### src/rtl/alu_ctrl_pkg.sv
// ALU control codes used by the decoder, the ALU and the multiply sequencer,
// plus the state encoding of the multiply sequencer FSM.
package alu_ctrl_pkg;

  localparam logic [2:0] AluAnd  = 3'b000;
  localparam logic [2:0] AluXor  = 3'b001;
  localparam logic [2:0] AluAdd  = 3'b010;
  localparam logic [2:0] AluSll  = 3'b011;
  localparam logic [2:0] AluSrai = 3'b100;
  localparam logic [2:0] AluAddi = 3'b101;
  localparam logic [2:0] AluSub  = 3'b110;
  localparam logic [2:0] AluMul  = 3'b111;

  localparam logic [1:0] MulStIdle = 2'd0;
  localparam logic [1:0] MulStRun  = 2'd1;
  localparam logic [1:0] MulStDone = 2'd2;

endpackage

### src/rtl/mul_shift_add_dp.sv
// Shift-add multiply datapath: one multiplier bit per step, low WIDTH product bits kept.
module mul_shift_add_dp #(
  parameter int unsigned WIDTH = 32
) (
  input  logic             clk_i,
  input  logic             rst_i,
  input  logic             load_i,
  input  logic             step_i,
  input  logic [WIDTH-1:0] mcand_i,
  input  logic [WIDTH-1:0] mplier_i,
  output logic [WIDTH-1:0] acc_o
);

  logic [WIDTH-1:0] mcand_q, mcand_d;
  logic [WIDTH-1:0] mplier_q, mplier_d;
  logic [WIDTH-1:0] acc_q, acc_d;

  always_comb begin
    mcand_d  = mcand_q;
    mplier_d = mplier_q;
    acc_d    = acc_q;
    if (load_i) begin
      mcand_d  = mcand_i;
      mplier_d = mplier_i;
      acc_d    = '0;
    end else if (step_i) begin
      if (mplier_q[0]) begin
        acc_d = acc_q + mcand_q;
      end
      mcand_d  = mcand_q << 1;
      mplier_d = mplier_q >> 1;
    end
  end

  always_ff @(posedge clk_i) begin
    if (rst_i) begin
      mcand_q  <= '0;
      mplier_q <= '0;
      acc_q    <= '0;
    end else begin
      mcand_q  <= mcand_d;
      mplier_q <= mplier_d;
      acc_q    <= acc_d;
    end
  end

  assign acc_o = acc_q;

endmodule

### src/rtl/mul_seq_ctrl.sv
// EX-stage multi-cycle multiply sequencer: stalls the front of the pipe for a MUL,
// iterates WIDTH shift-add steps, then presents the product for one cycle.
module mul_seq_ctrl
  import alu_ctrl_pkg::*;
#(
  parameter int unsigned WIDTH = 32,
  parameter int unsigned CNT_W = 5
) (
  input  logic             clk_i,
  input  logic             rst_i,
  input  logic             valid_i,
  input  logic [2:0]       ALUCtrl_i,
  input  logic [WIDTH-1:0] rs1_data_i,
  input  logic [WIDTH-1:0] rs2_data_i,
  input  logic             flush_i,
  output logic             stall_o,
  output logic             busy_o,
  output logic             mul_done_o,
  output logic [WIDTH-1:0] mul_result_o
);

  localparam logic [CNT_W-1:0] LastCnt = CNT_W'(WIDTH - 1);

  logic [1:0]       state_q, state_d;
  logic [CNT_W-1:0] count_q, count_d;
  logic             busy_q, busy_d;
  logic [WIDTH-1:0] result_q;
  logic [WIDTH-1:0] acc;
  logic             start;
  logic             step;
  logic             done;

  assign start = valid_i && (ALUCtrl_i == AluMul) && (state_q == MulStIdle) && !flush_i;
  assign done  = (state_q == MulStDone) && !flush_i;

  always_comb begin
    state_d = state_q;
    count_d = count_q;
    step    = 1'b0;
    case (state_q)
      MulStIdle: begin
        if (start) begin
          state_d = MulStRun;
          count_d = '0;
        end
      end
      MulStRun: begin
        if (flush_i) begin
          state_d = MulStIdle;
        end else begin
          step    = 1'b1;
          count_d = count_q + CNT_W'(1);
          if (count_q == LastCnt) begin
            state_d = MulStDone;
          end
        end
      end
      MulStDone: state_d = MulStIdle;
      default:   state_d = MulStIdle;
    endcase
    busy_d = (state_d == MulStRun);
  end

  always_ff @(posedge clk_i) begin
    if (rst_i) begin
      state_q  <= MulStIdle;
      count_q  <= '0;
      busy_q   <= 1'b0;
      result_q <= '0;
    end else begin
      state_q <= state_d;
      count_q <= count_d;
      busy_q  <= busy_d;
      if (done) begin
        result_q <= acc;
      end
    end
  end

  mul_shift_add_dp #(
    .WIDTH(WIDTH)
  ) u_dp (
    .clk_i   (clk_i),
    .rst_i   (rst_i),
    .load_i  (start),
    .step_i  (step),
    .mcand_i (rs1_data_i),
    .mplier_i(rs2_data_i),
    .acc_o   (acc)
  );

  // In DONE the finished accumulator is shown directly; a flush there keeps the old product.
  assign mul_result_o = done ? acc : result_q;
  assign mul_done_o   = done;
  assign busy_o       = busy_q;
  assign stall_o      = !rst_i && !flush_i && (start || (state_q == MulStRun));

endmodule
### config.mk
export PLATFORM = sky130hd
export DESIGN_NAME = mul_seq_ctrl
export DESIGN_NICKNAME = d
export VERILOG_FILES = /design/src/rtl/alu_ctrl_pkg.sv /design/src/rtl/mul_shift_add_dp.sv /design/src/rtl/mul_seq_ctrl.sv
export SDC_FILE = /design/constraint.sdc
export NUM_CORES = 1
export LEC_CHECK = 0
export ABC_AREA = 1
export ABC_CLOCK_PERIOD_IN_PS = 2100
export CAP_MARGIN = 15
export CORE_MARGIN = 1
export CORE_UTILIZATION = 30
export DETAILED_ROUTE_END_ITERATION = 10
export DONT_BUFFER_PORTS = 1
export SYNTH_ARGS = -nofsm -noshare
export SYNTH_HDL_FRONTEND = slang
export SYNTH_SLANG_ARGS = --single-unit
### constraint.sdc
create_clock -name clk_i -period 2.1 [get_ports clk_i]
set_input_delay 0.63 -clock clk_i [delete_from_list [all_inputs] [get_ports clk_i]]
set_output_delay 0.63 -clock clk_i [all_outputs]
set_load 0.01 [all_outputs]
==> impl_metrics.tcl <==
set metrics [dict create \
    hold_class "in2reg" \
    cp-end-kind "output pin" \
    synth_warnings 0 \
    crit_arrival_ps 1650 \
    crit_path_start_kind "flip-flop" \
    synthesis.nets 1331 \
    power.density_nw_per_um2 620 \
    antenna_found_initial 2 \
    synth_mux_area_share_pct 0 \
    clk_pin_slew_worst_paths_ps 60 \
    reg2regPathDepth 12 \
    ant_nets 0 \
    yosysUniqueCellTypes 35 \
    synth_adder_area_share_pct 5.57 \
    clock_latency_ps 430 \
    endpoint "mul_result_o[31]" \
    syn2layout_area_growth_pct 17.2 \
    layout_commonest_cell "nand2_1" \
    startpoint "state_q[1]" \
    syn_area_per_cell_um2 6.34 \
    leakage_uw 0.00442 \
    start_util_pct 30.8 \
    drtPass1Iterations 7 \
    min_period_over_period_pct 109 \
    drive_gt1_share_pct 15.5 \
    yosysSeqAreaShare_pct 35.1 \
    grt_pass1_wl_mm 34.7 \
    violations "setup timing" \
    fillers 2758 \
    cap_violations 0 \
    synth_compound_area_share_pct 10.9 \
    utilization_pct 36.0 \
    htreeDepth 4 \
    min_period_ps 2280 \
    synth_top_area_cell "dfxtp_1" \
    fin_nets 1341 \
    grt_max_degree 105 \
    rsz0062_at_grt "true" \
    synth_top_family_by_area "simple AND/OR/NAND/NOR gates" \
    num_rows 58 \
    cts_tree "done" \
    synth_xor_area_share_pct 1.58 \
    synth_area_leaders "dfxtp_1 (35%), nand2_1 (21%), inv_1 (8.7%)" \
    dp_hpwl_mm 15.9 \
    dieArea_um2 26500 \
    drv_slew 0 \
    critPathKind "reg2out" \
    critical_path_buf_inv_count 4 \
    cts.sinks 136 \
    pre_cts_ws_ps -52.8 \
    syn_inst 1226 \
    timing.fmax_ghz 0.438 \
    vias 7301 \
    slowest_delay_ps 330 \
    rr_endpoint "u_dp.acc_o[28]" \
    grt_pass1_vias 6889 \
    cp_cell_sequence "inv_2 > nor3_4 > buf_4 > clkbuf_16 > or2_2 > o21ai_2 > inv_2" \
    grt_overflow_total 0 \
    gp_congestion 0.902 \
    fp.dieW_um 163 \
    ioPinCount 106 \
    setup_viol_count_final 33 \
    synthSimpleGateAreaFrac_pct 34.4 \
    required_ps 1470 \
    clockBufferDepth 2 \
    port_buffers 0 \
    vias_per_cell 4.62 \
    drt_iter0_markers 325 \
    finClkSkew_ps 14.5 \
    totalWireLength_mm 22.2 \
    cp_max_fo 9 \
    hold_viol 0 \
    syn_area_um2 7770 \
    synth_top_cell_area_share_pct 35.1 \
    peakVddDrop_v 0.000366 \
    drc 0 \
    clockRootBuffer "clkbuf_16" \
    cts_buffers 17 \
    die_y_um 163 \
    fin_ws_ps -183 \
    worst_pin_slew_ps 466 \
    crit_family "buffers and inverters" \
    seq_area_um2 2730 \
    status "complete, but fails checks" \
    core_um2 25300 \
    slew_headroom_pct 69.0 \
    multi_input_area_um2 4340 \
    critPathMostFrequentCell "inv_2" \
    wl_per_cell_um 14.0 \
    ys_seq_elements 136 \
    grtUsageTotal_pct 16.7 \
    rrSetupSlack_ps 120 \
    worst-path-stages 7 \
    worst_path_max_delay_cell "dfxtp_2" \
    layout_common_cells "nand2_1 (437), inv_1 (160), dfxtp_1 (129)" \
    r2r-start "u_dp.acc_o[0]" \
]
## worst min path at each step
stage | from | endpoint | cells past startpoint
2_1_floorplan | u_dp.mplier_q[31] | u_dp.mplier_q[31] | 2
3_3_place_gp | u_dp.mplier_q[31] | u_dp.mplier_q[31] | 2
3_5_place_dp | u_dp.mplier_q[31] | u_dp.mplier_q[31] | 2
4_1_cts | rst_i | u_dp.mcand_q[18] | 1
5_1_grt | rst_i | u_dp.mplier_q[5] | 1
6_report | rst_i | u_dp.mplier_q[19] | 1
## timing repair
action	4_1_cts	5_1_grt
pin swaps	2	4
resized for setup	36	82
hold buffers	0	0
setup endpoints to repair	35	45
cloned	0	2
buffers inserted	0	7
hold endpoints to repair	0	0
## power breakdown
group / leakage [uW] / total, uW / switching, uW / internal [uW]
Combinational: 0.00305 / 99.8 / 61.8 / 38.0
Sequential: 0.00110 / 2610 / 13.8 / 2600
Clock: 0.000268 / 2930 / 1210 / 1720
Total: 0.00442 / 5640 / 1290 / 4350
## logic make-up (layout without fill, tap and decap cells)
group | count (synthesis) | count (layout)
xor+xnor | 14 | 14
buf+inv | 232 | 254
compound gates | 149 | 149
fa+ha+maj | 34 | 34
simple gates | 661 | 661
flops | 136 | 136
other cells | 0 | 1
## per-stage QoR
step | power, uW | TNS, ps | area [um^2] | hold WS (ps) | instances
3_3_place_gp | 2770 | -315 | 8180 | 443 | 1538
2_1_floorplan | 2770 | 0 | 7770 | 440 | 1226
5_1_grt | 5850 | -7340 | 9100 | 247 | 1579
4_1_cts | 5730 | -4490 | 8780 | 250 | 1569
6_report | 5640 | -4930 | 9100 | 268 | 1579
3_5_place_dp | 2770 | -645 | 8180 | 454 | 1538
## area by class of cell
| type | count | share of cell area [%] |
|---|---|---|
| multi-input cells | 858 | 47.6 |
| flip-flops and latches | 136 | 30.0 |
| inverters | 186 | 7.67 |
| clock buffers | 21 | 5.17 |
| well taps | 330 | 4.54 |
| repair buffers | 37 | 3.88 |
| clock inverters | 10 | 1.06 |
| diodes | 1 | 0.0275 |
## Yosys cell counts
master and instances:
nor2_1 127, a2111oi_0 1, nand4_1 1, and3_1 3, inv_2 6, nand3b_1 2, nand2_1 443, buf_2 18
fa_1 1, a21oi_1 30, xor2_1 9, a31oi_1 62, o21ai_0 36, nor3_2 2, and2_1 4, clkbuf_2 1
buf_6 9, o21ai_1 14, buf_4 1, ha_1 33, a211oi_1 1, nand3_2 1, a21o_1 1, nand2_2 2
nor3_1 4, dfxtp_1 136, o211ai_1 2, nand3_1 39, xnor2_1 5, or2_2 32, nor2_4 1, inv_1 180
o21bai_1 1, a2111oi_2 1, clkbuf_1 17
## state kept, by name (all words and copies together), names as in the netlist
name,count
u_dp.acc_o,32
u_dp.mcand_q,32
u_dp.mplier_q,32
busy_o,1
state_q,2
result_q,32
count_q,5
## worst register-to-register path, stage by stage (launching register included)
cell	delay, ps
dfxtp_1	310
ha_2	200
fa_2	420
nand3_2	100
nand3_2	120
nand3_2	90
nand3b_1	190
nand2_1	160
nand2_1	70
nand2_1	60
nand3_1	60
nand2_1	70
inv_1	30
## metal layers
metal	vias to the layer above	routed length (um)	track usage, %
li1	3828	-	-
met1	3306	10600	21.6
met2	146	9920	27.4
met3	21	1220	4.10
met4	0	457	5.06
met5	-	0	0
(Power assumes the default switching activity.)
